--- config.mk ---
export PLATFORM = sky130hd
export DESIGN_NAME = sample_averager
export DESIGN_NICKNAME = d
export VERILOG_FILES = /design/src/rtl/avg_pkg.sv /design/src/rtl/avg_chan.sv /design/src/rtl/sample_averager.sv
export SDC_FILE = /design/constraint.sdc
export NUM_CORES = 1
export LEC_CHECK = 0
export CAP_MARGIN = 0
export CORE_MARGIN = 5
export CORE_UTILIZATION = 36
export CTS_BUF_LIST = sky130_fd_sc_hd__clkbuf_2 sky130_fd_sc_hd__clkbuf_4 sky130_fd_sc_hd__clkbuf_8
export DETAILED_ROUTE_END_ITERATION = 16
export HOLD_SLACK_MARGIN = 0.05
export PLACE_DENSITY = 0.56
export SLEW_MARGIN = 0
export SYNTH_ARGS = -nofsm -noshare
export SYNTH_HDL_FRONTEND = slang
export SYNTH_SLANG_ARGS = --single-unit
export TNS_END_PERCENT = 20
--- constraint.sdc ---
create_clock -name clk -period 4.1 [get_ports clk]
set_clock_uncertainty 0.1 [all_clocks]
set_input_delay 1.025 -clock clk [delete_from_list [all_inputs] [get_ports clk]]
set_output_delay 1.025 -clock clk [all_outputs]
set_load 0.005 [all_outputs]
--- src/rtl/avg_pkg.sv ---
// Shared types and widths for the sample averager: FSM states, depth width, overrun counter width.
package avg_pkg;

  typedef enum logic [1:0] {
    IDLE   = 2'd0,
    ACCUM  = 2'd1,
    DIVIDE = 2'd2,
    OUTPUT = 2'd3
  } state_e;

  localparam int unsigned DEPTH_W   = 4;
  localparam int unsigned OVR_CNT_W = 16;

endpackage

--- src/rtl/avg_chan.sv ---
// One averaging channel: zero-extended accumulate, clear, and shift-truncate into a held result.
module avg_chan
  import avg_pkg::*;
#(
  parameter int unsigned sig_width = 12,
  parameter int unsigned acc_width = 22
) (
  input  logic                 clk,
  input  logic                 rst,
  input  logic                 clr,
  input  logic                 add,
  input  logic                 load,
  input  logic [sig_width-1:0] sample,
  input  logic [DEPTH_W-1:0]   shift,
  output logic [sig_width-1:0] result
);

  logic [acc_width-1:0] acc_q, acc_d;
  logic [sig_width-1:0] result_q, result_d;

  // Clear wins over add so a discarded sample never leaks into the next frame
  always_comb begin
    acc_d    = acc_q;
    result_d = result_q;
    if (clr) begin
      acc_d = '0;
    end else if (add) begin
      acc_d = acc_q + acc_width'(sample);
    end
    if (load) begin
      result_d = sig_width'(acc_q >> shift);
    end
  end

  always_ff @(posedge clk or posedge rst) begin
    if (rst) begin
      acc_q    <= '0;
      result_q <= '0;
    end else begin
      acc_q    <= acc_d;
      result_q <= result_d;
    end
  end

  assign result = result_q;

endmodule

--- src/rtl/sample_averager.sv ---
// Two-channel power-of-two sample averager with run control and overrun tracking.
// Define AVG_OVERRUN_CNT_EN to build the saturating dropped-sample counter.
module sample_averager
  import avg_pkg::*;
#(
  parameter int unsigned sig_width = 12,
  parameter int unsigned max_log2  = 10,
  parameter int unsigned acc_width = sig_width + max_log2
) (
  input  logic                 clk,
  input  logic                 rst,
  input  logic                 flush,
  input  logic                 filt_done,
  input  logic [sig_width-1:0] filt_out_a,
  input  logic [sig_width-1:0] filt_out_b,
  input  logic                 cfg_ready,
  input  logic [DEPTH_W-1:0]   avg_log2_i,
  output logic                 cfg_done,
  output logic [DEPTH_W-1:0]   avg_log2,
  input  logic                 start,
  input  logic                 stop,
  input  logic                 cont,
  output logic                 busy,
  output logic                 out_valid,
  input  logic                 out_ready,
  output logic [sig_width-1:0] out_a,
  output logic [sig_width-1:0] out_b,
  output logic                 overrun,
  output logic [OVR_CNT_W-1:0] overrun_cnt
);

  localparam int unsigned CNT_W = max_log2 + 1;

  state_e             state_q, state_d;
  logic [CNT_W-1:0]   count_q, count_d;
  logic [DEPTH_W-1:0] avg_log2_q, avg_log2_d;
  logic               cfg_done_q, cfg_done_d;
  logic               busy_q, busy_d;
  logic               out_valid_q, out_valid_d;
  logic               overrun_q, overrun_d;
  logic               stop_seen_q, stop_seen_d;

  logic               acc_clr_c, acc_add_c, out_load_c, drop_c;
  logic [CNT_W-1:0]   target_c, count_inc_c;

  assign target_c    = CNT_W'(1) << avg_log2_q;
  assign count_inc_c = count_q + CNT_W'(1);

  always_comb begin
    state_d     = state_q;
    count_d     = count_q;
    avg_log2_d  = avg_log2_q;
    cfg_done_d  = 1'b0;
    out_valid_d = out_valid_q;
    overrun_d   = overrun_q;
    stop_seen_d = stop_seen_q;
    acc_clr_c   = 1'b0;
    acc_add_c   = 1'b0;
    out_load_c  = 1'b0;
    drop_c      = 1'b0;

    unique case (state_q)
      IDLE: begin
        if (cfg_ready) begin
          avg_log2_d = (avg_log2_i > DEPTH_W'(max_log2)) ? DEPTH_W'(max_log2) : avg_log2_i;
          cfg_done_d = 1'b1;
        end
        if (start) begin
          state_d     = ACCUM;
          acc_clr_c   = 1'b1;
          count_d     = '0;
          stop_seen_d = 1'b0;
        end
      end
      ACCUM: begin
        if (stop) begin
          state_d   = IDLE;
          acc_clr_c = 1'b1;
          count_d   = '0;
        end else if (filt_done) begin
          acc_add_c = 1'b1;
          count_d   = count_inc_c;
          if (count_inc_c == target_c) begin
            state_d = DIVIDE;
          end
        end
      end
      DIVIDE: begin
        out_load_c  = 1'b1;
        out_valid_d = 1'b1;
        state_d     = OUTPUT;
        drop_c      = filt_done;
        if (stop) stop_seen_d = 1'b1;
      end
      OUTPUT: begin
        drop_c = filt_done;
        if (stop) stop_seen_d = 1'b1;
        if (out_valid_q && out_ready) begin
          out_valid_d = 1'b0;
          stop_seen_d = 1'b0;
          count_d     = '0;
          if (cont && !stop_seen_q && !stop) begin
            state_d   = ACCUM;
            acc_clr_c = 1'b1;
          end else begin
            state_d = IDLE;
          end
        end
      end
      default: state_d = IDLE;
    endcase

    if (drop_c) overrun_d = 1'b1;

    // Flush overrides everything except the configured depth
    if (flush) begin
      state_d     = IDLE;
      count_d     = '0;
      cfg_done_d  = 1'b0;
      out_valid_d = 1'b0;
      overrun_d   = 1'b0;
      stop_seen_d = 1'b0;
      acc_clr_c   = 1'b1;
      acc_add_c   = 1'b0;
      out_load_c  = 1'b0;
      drop_c      = 1'b0;
    end

    busy_d = (state_d != IDLE);
  end

  always_ff @(posedge clk or posedge rst) begin
    if (rst) begin
      state_q     <= IDLE;
      count_q     <= '0;
      avg_log2_q  <= '0;
      cfg_done_q  <= 1'b0;
      busy_q      <= 1'b0;
      out_valid_q <= 1'b0;
      overrun_q   <= 1'b0;
      stop_seen_q <= 1'b0;
    end else begin
      state_q     <= state_d;
      count_q     <= count_d;
      avg_log2_q  <= avg_log2_d;
      cfg_done_q  <= cfg_done_d;
      busy_q      <= busy_d;
      out_valid_q <= out_valid_d;
      overrun_q   <= overrun_d;
      stop_seen_q <= stop_seen_d;
    end
  end

`ifdef AVG_OVERRUN_CNT_EN
  logic [OVR_CNT_W-1:0] ovr_cnt_q, ovr_cnt_d;

  // Saturating count of dropped samples
  always_comb begin
    ovr_cnt_d = ovr_cnt_q;
    if (flush) begin
      ovr_cnt_d = '0;
    end else if (drop_c && (ovr_cnt_q != {OVR_CNT_W{1'b1}})) begin
      ovr_cnt_d = ovr_cnt_q + OVR_CNT_W'(1);
    end
  end

  always_ff @(posedge clk or posedge rst) begin
    if (rst) ovr_cnt_q <= '0;
    else     ovr_cnt_q <= ovr_cnt_d;
  end

  assign overrun_cnt = ovr_cnt_q;
`else
  assign overrun_cnt = '0;
`endif

  avg_chan #(.sig_width(sig_width), .acc_width(acc_width)) u_chan_a (
    .clk    (clk),
    .rst    (rst),
    .clr    (acc_clr_c),
    .add    (acc_add_c),
    .load   (out_load_c),
    .sample (filt_out_a),
    .shift  (avg_log2_q),
    .result (out_a)
  );

  avg_chan #(.sig_width(sig_width), .acc_width(acc_width)) u_chan_b (
    .clk    (clk),
    .rst    (rst),
    .clr    (acc_clr_c),
    .add    (acc_add_c),
    .load   (out_load_c),
    .sample (filt_out_b),
    .shift  (avg_log2_q),
    .result (out_b)
  );

  assign cfg_done  = cfg_done_q;
  assign avg_log2  = avg_log2_q;
  assign busy      = busy_q;
  assign out_valid = out_valid_q;
  assign overrun   = overrun_q;

endmodule
==> results of run 1 <==
## per-stage QoR
step                      hold WS, ns  instance area (sq um)  setup slack [ns]  std cells
after detailed placement       0.3625                   7913            0.3675       1060
after CTS                      0.3841                   8092            0.7619       1075
after global routing           0.4076                   8092            0.5713       1075
after floorplan                0.3698                   7044            0.6397        770
final                          0.3787                   8092            0.7454       1075
after global placement         0.3624                   7913            0.3650       1060
## kinds of logic (layout without fill, tap and decap cells)
| family | count (synthesis) | count (layout) |
|---|---|---|
| flops | 90 | 90 |
| other cells | 1 | 16 |
| simple gates | 262 | 262 |
| fa+ha+maj | 32 | 32 |
| mux | 66 | 66 |
| compound gates | 193 | 193 |
| buf+inv | 71 | 111 |
| xor+xnor | 40 | 40 |
## flip-flops by register name, indices dropped and copies added (netlist names)
signal           flops
u_chan_a.acc_q      22
u_chan_b.acc_q      22
u_chan_a.result     12
u_chan_b.result     12
count_q             11
avg_log2             4
state_q              2
busy                 1
cfg_done             1
out_valid            1
overrun              1
stop_seen_q          1
## synth_stat cells (13+ instances only)
cell type  number  area, sq um
a21oi_1        51        255.2
mux4_2         40        900.9
and3_1         16        100.1
a211oi_1       16        120.1
nand3_1        13        65.06
buf_4          17        127.6
nor3_1         15        75.07
mux2i_1        17        170.2
clkbuf_1       26        97.59
o21ai_0        62        310.3
nand2_1       111        416.7
nor2_1         55        206.5
ha_1           30        375.4
dfrtp_1        90         2252
xnor2_1        29        254.0
## critical path: cells and delay by family
kind	cells	cell delay (ns)
compound gates	4	0.99
buf+inv	2	0.57
fa+ha+maj	2	0.63
xor+xnor	1	0.17
simple gates	2	0.11
## report_power, final
| part | switching [mW] | internal (mW) | total [mW] | leakage [nW] |
|---|---|---|---|---|
| combinational | 0.955 | 0.806 | 1.76 | 1.92 |
| clock | 0.332 | 0.264 | 0.596 | 0.0923 |
| sequential | 0.171 | 1.02 | 1.19 | 1.23 |
| total | 1.46 | 2.09 | 3.55 | 3.24 |
## metal layers
| layer | wire (um) | track usage, % |
|---|---|---|
| met1 | 8471 | 23.46 |
| met2 | 8150 | 24.46 |
| met3 | 828 | 2.674 |
| met4 | 300 | 5.217 |
| met5 | 13 | 0 |
## how the worst max path moves through the flow
stage	from	end	slack, ns	cells past startpoint
floorplan	rst	avg_log2[0]	0.64	1
global placement	filt_out_a[0]	u_chan_a.acc_q[20]	0.37	10
detailed placement	filt_out_b[0]	u_chan_b.acc_q[20]	0.37	11
CTS	filt_out_b[0]	u_chan_b.acc_q[20]	0.76	11
global route	filt_out_b[0]	u_chan_b.acc_q[20]	0.57	11
finish	filt_out_b[0]	u_chan_b.acc_q[20]	0.75	11
## final cells by class
class,count,area (sq um),share of cell area (%)
well taps,265,331.6,4.098
inverters,11,42.54,0.5257
clock inverters,2,12.51,0.1546
multi-input cells,609,4463,55.16
repair buffers,85,820.8,10.14
clock buffers,13,166.4,2.057
flip-flops and latches,90,2255,27.86
==> impl_metrics.json, run 1 <==
{
  "ys_types": 65,
  "post_cts_buffers": 0,
  "grt-ovfl-total": 0,
  "async_reset_ff_share_pct": 100.0,
  "crit_path_start_kind": "primary input",
  "yosys.area_share.simple_pct": 17.56,
  "synth_flop_cell": "dfrtp_1",
  "vdd_drop_max_mv": 0.2468,
  "first_pass_iters": 4,
  "synthMuxAreaShare_pct": 16.78,
  "min_period_over_period_pct": 81.82,
  "coreArea_sq_mm": 0.01927,
  "post-route-util_pct": 41.99,
  "antenna_found_initial": 1,
  "holdPathStages": 2,
  "cts_buffers": 9,
  "fin_crit_ns": 3.355,
  "synth_seq_cells": 90,
  "yosysWarnings": 0,
  "layout_commonest_cell": "nand2_1",
  "dp_hpwl_um": 13090,
  "clk_pin_slew_ns": 0.09,
  "syn_area_sq_mm": 0.006988,
  "synthAdderAreaFrac_pct": 5.944,
  "vias_per_cell": 5.365,
  "initial_utilization_pct": 36.26,
  "setup_violations": 0,
  "worstHoldStart": "u_chan_b.result[5]",
  "grt_pass1_vias": 5366,
  "pin_count": 85,
  "diodes": 0,
  "worstMarginPinSlew_ns": 0.7223,
  "reg2reg_depth": 8,
  "worst_hold_path.endpoint": "u_chan_b.result[5]",
  "rsz0062_at_grt": "false",
  "grt_pass1_wl_um": 28730,
  "drive_gt1_share_pct": 11.36,
  "clock_path_buffers": 2,
  "port_buffers": 68,
  "cpMaxStageDelayCell": "clkdlybuf4s50_1",
  "required_ns": 4.26,
  "cap_violations": 0,
  "holdBufCountCts": 0,
  "synth-compound-area-share_pct": 17.55,
  "synth_edf_count": 0,
  "holdCritPathClass": "flip-flop to flip-flop",
  "clock.fmax_mhz": 298.1,
  "fill_cells": 1962,
  "track_usage_pct": 16.10,
  "clockRootBuffer": "clkbuf_8",
  "crit_type": "primary input to flip-flop",
  "drv_slew": 0,
  "grt_max_degree": 45,
  "regToRegStartpoint": "count_q[0]",
  "wl_per_cell_um": 16.52,
  "first_iter_violations": 341,
  "die_h_um": 149.3,
  "cts.sinks": 90,
  "area.growth.synth_to_final_pct": 15.79,
  "htree_num_levels": 3,
  "relSlewSlack_pct": 51.75,
  "seq_area_frac_synth_pct": 32.23,
  "vias": 5767,
  "hold_viol": 0,
  "place_congestion": 0.8104,
  "leakagePower_nw": 3.242,
  "synthXorXnorAreaFrac_pct": 5.013,
  "cts.repair.resized": 0,
  "layout.nets": 875,
  "clk-insertion-delay-late_ns": 0.37,
  "slowest_delay_ns": 0.40,
  "std_cell_rows": 51,
  "avgSynthCellArea_sq_um": 9.256,
  "r2r_end": "busy",
  "r2r_setup_slack_ns": 1.01,
  "worst_setup_path_end_kind": "flip-flop",
  "power_density_mw_per_mm2": 438.8,
  "cts_tree": "built",
  "setup_tns_ns": 0,
  "fp.dieW_um": 149.3,
  "total_power_mw": 3.550,
  "ant_nets": 0,
  "synthCells": 755,
  "status": "completed",
  "crit_chain": "clkdlybuf4s50_1 > ha_1 > fa_1 > a21o_1 > a211oi_1 > o21ai_0 > a41oi_1 > buf_4 > nor4b_1 > xnor2_1 > nor2_1",
  "final_cell_mix": "nand2_1, dfrtp_1, clkdlybuf4s50_1",
  "synth_top_family_by_area": "simple AND/OR/NAND/NOR gates",
  "critical_path_arrival_ns": 3.51,
  "routed_wirelength_um": 17760,
  "die-area_sq_mm": 0.02230,
  "path_max_fanout": 6,
  "drcViolationCount": 0
}
(Power assumes the default switching activity.)
==> run 2: changes to the inputs <==
==> constraint.sdc (replaced) <==
create_clock -name clk -period 3.2 [get_ports clk]
set_clock_uncertainty 0.1 [all_clocks]
set_input_delay 0.8 -clock clk [delete_from_list [all_inputs] [get_ports clk]]
set_output_delay 0.8 -clock clk [all_outputs]
set_load 0.005 [all_outputs]
==> run 2 against run 1 <==
Effect of this change: non-clock buffer count up 42; first-iteration DRC count up 32%; critical path type unchanged; utilization up 1.9 points.
==> impl_metrics.json, run 2 (synthesized netlist as in run 1, its figures left out) <==
{
  "status": "completed",
  "placedCellCount": 1102,
  "relSlewSlack_pct": 52.49,
  "holdBufCountCts": 0,
  "cts_tree": "built",
  "vias_per_cell": 5.298,
  "top_regs": "u_chan_a.acc_q x22, u_chan_b.acc_q x22",
  "hold_ws_ns": 0.3773,
  "place_congestion": 0.7966,
  "worst_setup_path_end_kind": "flip-flop",
  "slowest_delay_ns": 0.41,
  "track_usage_pct": 16.35,
  "path_max_fanout": 5,
  "multi_input_comb_area_sq_mm": 0.004468,
  "leakagePower_nw": 3.456,
  "fp.dieW_um": 149.3,
  "routed_wirelength_um": 17620,
  "clk-insertion-delay-late_ns": 0.39,
  "setup_violations": 0,
  "layout_setup_ws_ns": 0.1885,
  "grt_max_degree": 49,
  "clk_pin_slew_ns": 0.09,
  "power_density_mw_per_mm2": 551.9,
  "pin_count": 85,
  "std_cell_rows": 51,
  "area.growth.synth_to_final_pct": 21.04,
  "cpMaxStageDelayCell": "clkdlybuf4s50_1",
  "coreArea_sq_mm": 0.01927,
  "cap_violations": 0,
  "fin_cells": 1118,
  "clock_path_buffers": 2,
  "port_buffers": 68,
  "fill_cells": 1920,
  "crit_path_start_kind": "primary input",
  "die-area_sq_mm": 0.02230,
  "drcViolationCount": 0,
  "dp_hpwl_um": 13560,
  "required_ns": 3.37,
  "total_power_mw": 4.668,
  "cts_buffers": 9,
  "clockRootBuffer": "clkbuf_8",
  "rsz0062_at_grt": "false",
  "final_cell_mix": "nand2_1, dfrtp_1, clkdlybuf4s50_1",
  "min_period_over_period_pct": 94.11,
  "die_h_um": 149.3,
  "cts.sinks": 90,
  "grt_pass1_vias": 5815,
  "first_pass_iters": 5,
  "first_iter_violations": 450,
  "grt-ovfl-total": 0,
  "crit_chain": "clkdlybuf4s50_1 > ha_1 > fa_1 > a211oi_1 > o21ai_0 > nand4_1 > a21boi_0 > o2111ai_1 > xor2_1 > nor2_1",
  "grt_pass1_wl_um": 29660,
  "worstMarginPinSlew_ns": 0.7112,
  "layout.nets": 917,
  "crit_type": "primary input to flip-flop",
  "wl_per_cell_um": 15.76,
  "fin_crit_ns": 3.012,
  "crit_family": "compound AO/OA/AOI/OAI gates",
  "vdd_drop_max_mv": 0.2775,
  "vias": 5923,
  "drv_slew": 0,
  "antenna_found_initial": 0,
  "ant_nets": 0,
  "critical_path_arrival_ns": 3.18,
  "layout_commonest_cell": "nand2_1",
  "holdCritPathClass": "flip-flop to flip-flop",
  "post-place-ws_ns": -0.2425,
  "hold_viol": 0,
  "regArea_sq_mm": 0.002255,
  "clock.fmax_mhz": 332.1,
  "htree_num_levels": 3,
  "diodes": 0,
  "drive_gt1_share_pct": 15.94,
  "initial_utilization_pct": 36.26,
  "path_buf_inv": 1
}
[run 2: metal layers]
metal / vias to the layer above / GRT usage, % / wire length, um
li1: 2928 / - / -
met1: 2890 / 23.22 / 8580
met2: 89 / 26.14 / 8186
met3: 16 / 2.218 / 605
met4: 0 / 4.897 / 245
met5: - / 0 / 0
[run 2: through the flow]
step	utilization [%]	setup TNS, ns	cell area, sq um
floorplan	-	0	7048
CTS	43.86	0	8453
global route	43.89	0	8458
finish	43.89	0	8458
global placement	42.84	-2.526	8255
detailed placement	42.84	-2.774	8255
[run 2: path summary, 6_finish.rpt]
check	start	to	slack, ns	cells past startpoint
setup / recovery	filt_out_a[0]	u_chan_a.acc_q[16]	0.19	10
hold / removal	u_chan_a.result[7]	u_chan_a.result[7]	0.38	2
setup reg to reg	count_q[1]	busy	0.38	8
hold reg to reg	u_chan_a.result[7]	u_chan_a.result[7]	0.38	2
max in group asynchronous	rst	u_chan_b.acc_q[5]	1.73	3
min in group asynchronous	rst	u_chan_a.result[8]	0.70	2
[run 2: cell type report]
cell class | instances | share of cell area (%)
flip-flops and latches | 90 | 26.66
repair buffers | 127 | 13.73
clock inverters | 6 | 0.7840
inverters | 11 | 0.5325
well taps | 265 | 3.920
clock buffers | 10 | 1.553
multi-input cells | 609 | 52.83
[run 2: report_power, final]
part | internal [mW] | leakage, nW | total [mW] | switching, mW
logic | 1.12 | 2.14 | 2.33 | 1.21
registers | 1.31 | 1.23 | 1.53 | 0.218
clock network | 0.371 | 0.0923 | 0.812 | 0.441
total | 2.80 | 3.46 | 4.67 | 1.87
[run 2: timing repair]
action	4_1_cts	5_1_grt
gates resized for setup	0	2
setup buffers	0	0
endpoints found under the hold margin	0	0
setup endpoints to repair	0	4
[run 2: worst min-delay path: cells and delay by family, from the launching register on]
| kind | cells | cell delay (ns) |
|---|---|---|
| AND/OR/NAND/NOR | 2 | 0.10 |
| flip-flops | 1 | 0.35 |
==> run 3: changes to the inputs <==
--- a/config.mk
+++ b/config.mk
@@ -5,6 +5,7 @@
 export SDC_FILE = /design/constraint.sdc
 export NUM_CORES = 1
 export LEC_CHECK = 0
+export ABC_CLOCK_PERIOD_IN_PS = 3200
 export CAP_MARGIN = 0
 export CORE_MARGIN = 5
 export CORE_UTILIZATION = 36
@@ -12,6 +13,7 @@
 export DETAILED_ROUTE_END_ITERATION = 16
 export HOLD_SLACK_MARGIN = 0.05
 export PLACE_DENSITY = 0.56
+export SETUP_SLACK_MARGIN = 0.05
 export SLEW_MARGIN = 0
 export SYNTH_ARGS = -nofsm -noshare
 export SYNTH_HDL_FRONTEND = slang
==> results of run 3 <==
Same layout as run 2 (identical final DEF). Status: completed.
